**config.mk**
```make
export PLATFORM = sky130hd
export DESIGN_NAME = fifo_stream_reader
export DESIGN_NICKNAME = d
export VERILOG_FILES = /design/src/rtl/fifo_stream_reader.sv
export SDC_FILE = /design/constraint.sdc
export NUM_CORES = 1
export LEC_CHECK = 0
export BUFFER_PORTS_ARGS = -buffer_cell sky130_fd_sc_hd__buf_2
export CAP_MARGIN = 20
export CORE_MARGIN = 10
export CORE_UTILIZATION = 54
export DETAILED_ROUTE_END_ITERATION = 7
export HOLD_SLACK_MARGIN = 0.06
export PLACE_DENSITY = 0.79
export SKIP_LAST_GASP = 1
export SYNTH_ARGS = -nofsm -noshare
export SYNTH_HDL_FRONTEND = slang
export SYNTH_SLANG_ARGS = --single-unit
```
**constraint.sdc**
```tcl
create_clock -name CLK -period 2.35 [get_ports CLK]
set_clock_uncertainty 0.2 [all_clocks]
set_input_delay 0 -clock CLK [delete_from_list [all_inputs] [get_ports CLK]]
set_output_delay 0 -clock CLK [all_outputs]
set_load 0.02 [all_outputs]
```
**src/rtl/fifo_stream_reader.sv**
```systemverilog
// Read-side consumer for the BRAM-backed FIFO: pops words, absorbs the
// one-cycle read latency in a 2-entry buffer and emits a valid/ready stream.
//
// Ports:
//   CLK, RESET          clock, synchronous active-high reset
//   ENABLE              permits new FIFO reads
//   FIFO_EMPTY          FIFO empty flag
//   FIFO_DATA           FIFO read data, valid the cycle after FIFO_RD
//   FIFO_RD             FIFO read strobe (combinational)
//   M_VALID/M_DATA      stream output, head of the buffer
//   M_LAST              final word of a burst of burst_len words
//   M_READY             downstream accept
//   BUSY                read in flight or buffer non-empty
//   WORD_CNT            words delivered since reset, wrapping
module fifo_stream_reader #(
    parameter int length     = 16,
    parameter int burst_len  = 8,
    parameter int cnt_length = 8
) (
    input  logic                  CLK,
    input  logic                  RESET,
    input  logic                  ENABLE,
    input  logic                  FIFO_EMPTY,
    input  logic [length-1:0]     FIFO_DATA,
    output logic                  FIFO_RD,
    output logic                  M_VALID,
    output logic [length-1:0]     M_DATA,
    output logic                  M_LAST,
    input  logic                  M_READY,
    output logic                  BUSY,
    output logic [cnt_length-1:0] WORD_CNT
);

    localparam logic [cnt_length-1:0] BEAT_MAX = cnt_length'(burst_len - 1);

    logic                  inflight;
    logic [1:0]            occ;
    logic [cnt_length-1:0] beat;
    logic [length-1:0]     buf_data [2];
    logic                  buf_last [2];

    logic       pop;
    logic [2:0] level;
    logic [1:0] occ_left;
    logic       tail;
    logic       cap_last;

    always_comb begin
        pop      = (occ != 2'd0) && M_READY;
        // words committed to the buffer once this cycle's pop is taken
        level    = {1'b0, occ} + {2'b0, inflight} - {2'b0, pop};
        FIFO_RD  = !RESET && ENABLE && !FIFO_EMPTY && (level < 3'd2);
        // a captured word lands behind whatever survives this cycle's pop
        occ_left = occ - {1'b0, pop};
        tail     = occ_left[0];
        cap_last = (beat == BEAT_MAX);
    end

    always_ff @(posedge CLK) begin
        if (RESET) begin
            inflight    <= 1'b0;
            occ         <= 2'd0;
            beat        <= '0;
            WORD_CNT    <= '0;
            buf_data[0] <= '0;
            buf_data[1] <= '0;
            buf_last[0] <= 1'b0;
            buf_last[1] <= 1'b0;
        end else begin
            inflight <= FIFO_RD;
            occ      <= occ + {1'b0, inflight} - {1'b0, pop};
            if (pop) begin
                buf_data[0] <= buf_data[1];
                buf_last[0] <= buf_last[1];
                WORD_CNT    <= WORD_CNT + 1'b1;
            end
            // later assignment wins when the capture targets entry 0
            if (inflight) begin
                buf_data[tail] <= FIFO_DATA;
                buf_last[tail] <= cap_last;
                beat           <= cap_last ? '0 : beat + 1'b1;
            end
        end
    end

    always_comb begin
        M_VALID = (occ != 2'd0);
        M_DATA  = buf_data[0];
        M_LAST  = buf_last[0] && M_VALID;
        BUSY    = inflight || M_VALID;
    end

endmodule
```
==> metrics.txt, run 1 <==
status finished clean; CTS clk-pin slew, worst paths 90 ps; Max FO, Critical Path 7; cell family with most CP delay adder cells; Final min period 2280 ps; CTS Buf Count 5; vias in the first global route 1,751; met2 Use GR 24.0%; Leak 0.00128 uW; chip height 87.1 um; Post-Layout Cell Count 319; Critical Path RT 2150 ps; FMAX 0.438 GHz; pre-CTS setup slack 252 ps; period utilization 97.2%; total gr overflow 0; critical-path cell list nand3b_4 -> nand2_1 -> ha_1 -> fa_2 -> xnor2_1 -> nor4_4 -> buf_4; Worst-Margin Slew 462 ps; top cell type's share of synthesized area 42.0%; first-pass GRT wire length 8.62 mm; TritonCTS clock tree built; area leader, netlist edfxtp_1; Die ar. 7580 um^2; FF-to-FF End inflight; antenna violations before repair 0; cell count of the worst reg-to-reg path 6; clk sinks 53; Setup crit start kind flop; DP Cell Count 291; H-tree depth 2; Root Driver clkbuf_8; Routed Antenna Nets 0; crit path max-delay cell type dfxtp_4; initial drt markers 100; WL per Instance 16.6 um; WP data arrival 2080 ps; vias per std cell 5.48; number of buffers added on ports 48; syn_nets 220; # IOs 49; global placement routability congestion 0.723; final hold vios 0; Crit path depth 7; met1 Use GR 16.5%; DRC 0; Synth Area per Inst 12.5 um^2; setup ws final 65.9 ps; TritonRoute pass-1 iters 4; CP peak stage delay 410 ps; FF-to-FF setup slack 390 ps; number of vias in the routed layout 1,749; core area 4350 um^2; Rel. slew slack 69.2%; register area share after synthesis 57.7%; n_diodes 0; Rows 24; Crit. Startpoint occ[0]; Max-Cap Viols 0; Starting Density 55.8%; worst-skew pair later-pin latency 310 ps; met3 usage 3.46%; HP Start FIFO_EMPTY; Crit Path Category reg2out; Critical Path End Type output pin; Final Net Count 291; Overall Global Routing Usage 14.2%; top cells by area, synth edfxtp_1 (42%), dfxtp_1 (16%), nor3b_1 (5.3%); Cell Area, Synth 2430 um^2; Max VDD drop 430 uV; Post-Syn Instances 195; FF-to-FF Start occ[0]; gr busiest metal met2; Slew Viols, Final 0; Final setup violation count 0; WP buf/inv 1; post-synth cell types 36; Setup Buffers After CTS 0; pin count of the biggest net entering global routing 36; die width 87.1 um; Power Dens Cells 606 nW/um^2; yosys warns 0; FF+latch count, synth 53; Setup crit end FIFO_RD; share of layout cells above drive strength 1 30.7%; dpl hpwl 3.51 mm; routed wire length 5.28 mm; setup_tns 0 ps; CTS max path bufs 2; Area Growth Syn to Fin 27.8%; Hold/Removal Path Class in2out
-- cell type report --
class / count / area [um^2]
inverters: 1 / 3.75
clock buffers: 6 / 82.6
fillers: 298 / 1250
flip-flops and latches: 53 / 1410
multi-input cells: 131 / 1000
repair buffers: 74 / 500
clock inverters: 2 / 37.5
well taps: 52 / 65.1
-- cell usage after synthesis --
cell type,n
edfxtp_1,34
dfxtp_1,19
and2_1,18
nor3b_1,17
mux2_1,9
nor2_1,9
a21oi_1,8
mux2_2,8
nand2_1,7
buf_2,6
o21ai_0,6
or3_1,6
xor2_1,5
clkbuf_1,4
nand4_1,4
ha_1,3
o31ai_1,3
or4_1,3
mux2i_1,2
nand2b_1,2
nand3_1,2
nand3b_4,2
nor2b_1,2
nor4_1,2
or2_2,2
xnor2_1,2
a21oi_2,1
a41o_1,1
and3_1,1
fa_1,1
inv_1,1
nand2b_2,1
nand3b_1,1
nor4b_1,1
o211ai_1,1
o211ai_2,1
-- worst reg2reg max path: stages, from the launching register on --
cell and delay [ps]:
dfxtp_4 410, nand3b_4 190, nand2_1 80, ha_1 200
fa_2 340, xnor2_1 320, nor4_1 90
-- flip-flops by register name, indices dropped and copies added (netlist names) --
signal and flops:
occ 2, buf_data 32, beat 8, buf_last 2, inflight 1, WORD_CNT 8
-- repair_timing --
| action | 4_1_cts | 5_1_grt |
|---|---|---|
| endpoints found under the hold margin | 45 | 0 |
| endpoints found under the setup margin | 1 | 1 |
| hold buffers | 20 | 0 |
| cloned | 0 | 0 |
| resized for setup | 2 | 7 |
| pin swaps | 0 | 1 |
-- per-stage QoR --
stage	power (uW)	area (um^2)	hold WS, ps	utilization [%]
2_1_floorplan	1150	2430	-35.3	-
3_3_place_gp	1220	2750	84.3	63.2
3_5_place_dp	1230	2750	92.2	63.2
4_1_cts	1890	3070	174	70.6
5_1_grt	1930	3100	281	71.3
6_report	1880	3100	241	71.3
-- cell usage in the layout (no fill, tap or decap), types with 2 or more instances in the layout --
cell,synthesis,routed
buf_2,6,47
edfxtp_1,34,34
dlygate4sd3_1,0,20
and2_1,18,18
dfxtp_1,19,17
nor3b_1,17,17
mux2_1,9,9
nor2_1,9,9
mux2_2,8,8
a21oi_1,8,8
nand2_1,7,7
or3_1,6,6
clkbuf_8,0,6
buf_4,0,6
o21ai_0,6,5
xor2_1,5,5
nand4_1,4,4
o31ai_1,3,3
or4_1,3,3
ha_1,3,3
nand3b_4,2,2
nand2b_1,2,2
or2_2,2,2
xnor2_1,2,2
mux2i_1,2,2
nor2b_1,2,2
nand3_1,2,2
dfxtp_4,0,2
-- cells by family after synthesis --
kind of cell | share of synthesized area, %
AND/OR/NAND/NOR | 21.3
flip-flops | 57.7
AO/OA/AOI/OAI | 5.41
multiplexers | 8.71
buffers and inverters | 2.01
XOR/XNOR | 2.52
adder cells (fa/ha/maj) | 2.37
-- worst min-delay path by stage --
| stage | end | slack [ps] | cells after the start |
|---|---|---|---|
| final | FIFO_RD | 240 | 4 |
| after global routing | FIFO_RD | 280 | 4 |
| after floorplan | inflight | -40 | 2 |
| after detailed placement | inflight | 90 | 3 |
| after global placement | inflight | 80 | 3 |
| after CTS | FIFO_RD | 170 | 4 |
-- report_power, final --
group,total (uW),internal [uW],switching (uW)
Combinational,193,86.3,106
Clock,647,346,301
Sequential,1040,1030,16.1
Total,1880,1460,423
-- layer usage --
layer  wire [um]  part of all wire (%)  up-vias
met4         104                   2.0        0
met5           0                     0        -
li1            -                     -      858
met3         242                   4.6       10
met1        2260                    43      844
met2        2680                    51       37
Note: power is estimated with default switching activity, not from simulation.
==> run 2, diff against run 1 <==
--- a/config.mk
+++ b/config.mk
@@ -5,10 +5,11 @@
 export SDC_FILE = /design/constraint.sdc
 export NUM_CORES = 1
 export LEC_CHECK = 0
+export ABC_AREA = 1
 export BUFFER_PORTS_ARGS = -buffer_cell sky130_fd_sc_hd__buf_2
 export CAP_MARGIN = 20
 export CORE_MARGIN = 10
-export CORE_UTILIZATION = 54
+export CORE_UTILIZATION = 55
 export DETAILED_ROUTE_END_ITERATION = 7
 export HOLD_SLACK_MARGIN = 0.06
 export PLACE_DENSITY = 0.79
==> run 2 against run 1 <==
Via count up 8.7%. Setup slack worse by 65 ps. Total power up 43%. Cell count up 19%. Worst hold slack worse by 120 ps. Design area up 2.2%. Largest power group unchanged. Sequential cell count unchanged.
==> metrics.txt, run 2 <==
# IOs 49; Slew Viols, Final 0; Rel. slew slack 59.7%; Largest Register buf_data; FF+latch area 1410 um^2; Crit Path Category reg2out; Synth Area in Compound Gates 8.19%; die width 88.3 um; Max FO, Critical Path 3; commonest cells in the netlist inv_1 (38), edfxtp_1 (34), nor2_1 (33); FMAX 0.426 GHz; number of vias in the routed layout 1,902; total gr overflow 0; Starting Density 57.7%; Overall Global Routing Usage 13.5%; Cell Area, Synth 2570 um^2; commonest non-fill, non-tap cell in the layout buf_2; chip height 88.3 um; CTS Buf Count 5; Area Growth Syn to Fin 23.5%; Routed Antenna Nets 0; registers with the most flip-flops buf_data (32), WORD_CNT (8), beat (8); RSZ-0062 raised after global routing yes; Power Dens Cells 851 nW/um^2; Adder-Cell Fraction of Synth Area 2.24%; global placement routability congestion 0.853; Die ar. 7800 um^2; share of layout cells above drive strength 1 35.7%; TritonCTS clock tree built; post-synthesis simple-gate area fraction 24.4%; count leader, synth inv_1; FF+latch count, synth 53; vias in the first global route 1,892; H-tree depth 2; number of buffers added on ports 48; WP data arrival 2150 ps; setup_tns 0 ps; status finished clean; vias per std cell 5.01; final hold vios 0; CP peak stage delay 360 ps; post-synth cell types 30; Hold/Removal Path Class in2reg; critical-path cell list nor2_4 -> nor2_4 -> nand2_4 -> nand2_4 -> ha_2 -> fa_2 -> xnor2_2 -> nor4_1 -> buf_2; Multi-input gate area 950 um^2; clk sinks 53; main combinational cell family by area after synthesis simple AND/OR/NAND/NOR gates; Critical Path RT 2150 ps; core area 4440 um^2; total power 2700 uW; post-synthesis mux area share 0.439%; Max VDD drop 374 uV; period utilization 99.9%; xor/xnor cell area share of the yosys netlist 1.02%; area leader, netlist edfxtp_1; Synth Flop Type edfxtp_1; Post-Syn Instances 250; pre-CTS setup slack 232 ps; Root Driver clkbuf_8; routed wire length 5.17 mm; first-pass GRT wire length 8.38 mm; antenna violations before repair 0; Max-Cap Viols 0; top cell type's share of synthesized area 39.8%; top cells by area, synth edfxtp_1 (40%), dfxtp_1 (15%), o21ai_2 (5.8%); n_diodes 0; dpl hpwl 3.59 mm; Leak 0.00139 uW; WL per Instance 13.6 um; most frequent cells in the layout buf_2 (48), inv_1 (38), edfxtp_1 (34), nor2_1 (33), nand2_1 (32); Rows 24; initial drt markers 105; crit path max-delay cell type dfxtp_4; Final min period 2350 ps; TritonRoute pass-1 iters 4; pin count of the biggest net entering global routing 35; Synth Area per Inst 10.3 um^2; Post-synth EDFFs 34; Largest register FFs 32; register area share after synthesis 54.6%; CTS clk-pin slew, worst paths 90 ps; fillers 332; Final setup violation count 0; worst-skew pair later-pin latency 300 ps; Worst-Margin Slew 603 ps; Async SR Flop Fraction 0%; Critical Path End Type output pin; Setup crit start kind flop; syn_nets 275; setup ws final 1.27 ps; hold slack 120 ps; DRC 0; yosys warns 0; Final Net Count 352; CTS max path bufs 2
-- run 2: cell types whose count changed after synthesis, sizes merged, moves of 4 or more --
| cell | previous run | this run |
|---|---|---|
| or3 | 6 | 0 |
| o21ai | 6 | 21 |
| nor2 | 9 | 47 |
| and2 | 18 | 0 |
| mux2 | 17 | 1 |
| nor3b | 17 | 0 |
| nand3 | 2 | 23 |
| nand2 | 7 | 35 |
| clkbuf | 4 | 0 |
| inv | 1 | 40 |
| a21oi | 9 | 5 |
-- run 2: layout make-up --
| class | instances | share of cell area [%] |
|---|---|---|
| flip-flops and latches | 53 | 44.4 |
| multi-input cells | 150 | 30.0 |
| repair buffers | 77 | 16.2 |
| inverters | 40 | 4.74 |
| clock buffers | 7 | 2.41 |
| well taps | 52 | 2.05 |
| clock inverters | 1 | 0.237 |
-- run 2: kinds of logic (layout without fill, tap and decap cells) --
| group | Yosys count | after routing |
|---|---|---|
| xor gates and xnor gates | 3 | 3 |
| buffers and inverters | 47 | 125 |
| muxes | 1 | 1 |
| DFF | 53 | 53 |
| AOI/OAI and AO/OA | 28 | 28 |
| adders and majority gates | 4 | 4 |
| and+or+nand+nor | 114 | 114 |
-- run 2: power breakdown --
group          total, uW  internal, uW  switching, uW
Combinational        956           367            589
Sequential          1240          1170           75.8
Clock                503           211            291
Total               2700          1740            955
-- run 2: repair_timing --
item / CTS / global route
setup buffers: 3 / 1
pin swaps: 3 / 3
endpoints found under the hold margin: 46 / 0
setup endpoints to repair: 1 / 1
resized for setup: 6 / 2
hold buffers: 22 / 0
-- run 2: metrics by stage --
stage,area (um^2),utilization [%],instances
after global routing,3170,71.3,380
after floorplan,2570,-,250
final,3170,71.3,380
after global placement,2810,63.3,346
after CTS,3150,70.9,379
after detailed placement,2810,63.3,346
-- run 2: final timing paths --
path	startpoint	to	slack, ps	depth (start not counted)
worst max-delay path	occ[1]	FIFO_RD	1	9
worst min-delay path	M_READY	WORD_CNT[1]	120	4
worst max register to register	occ[0]	inflight	290	8
worst min register to register	beat[6]	beat[6]	300	2
-- run 2: layer usage --
metal	routed length, um	track usage (%)	share of wire [%]
met1	2020	14.4	39
met2	2760	24.0	53
met3	278	3.95	5.4
met4	110	6.46	2.1
met5	0	0	0
-- run 2: critical path, delay by kind of cell, from the launching register on --
| family | cells | cell delay, ps |
|---|---|---|
| buf+inv | 1 | 210 |
| simple gates | 5 | 590 |
| fa+ha+maj | 2 | 530 |
| xor+xnor | 1 | 150 |
| flops | 1 | 360 |
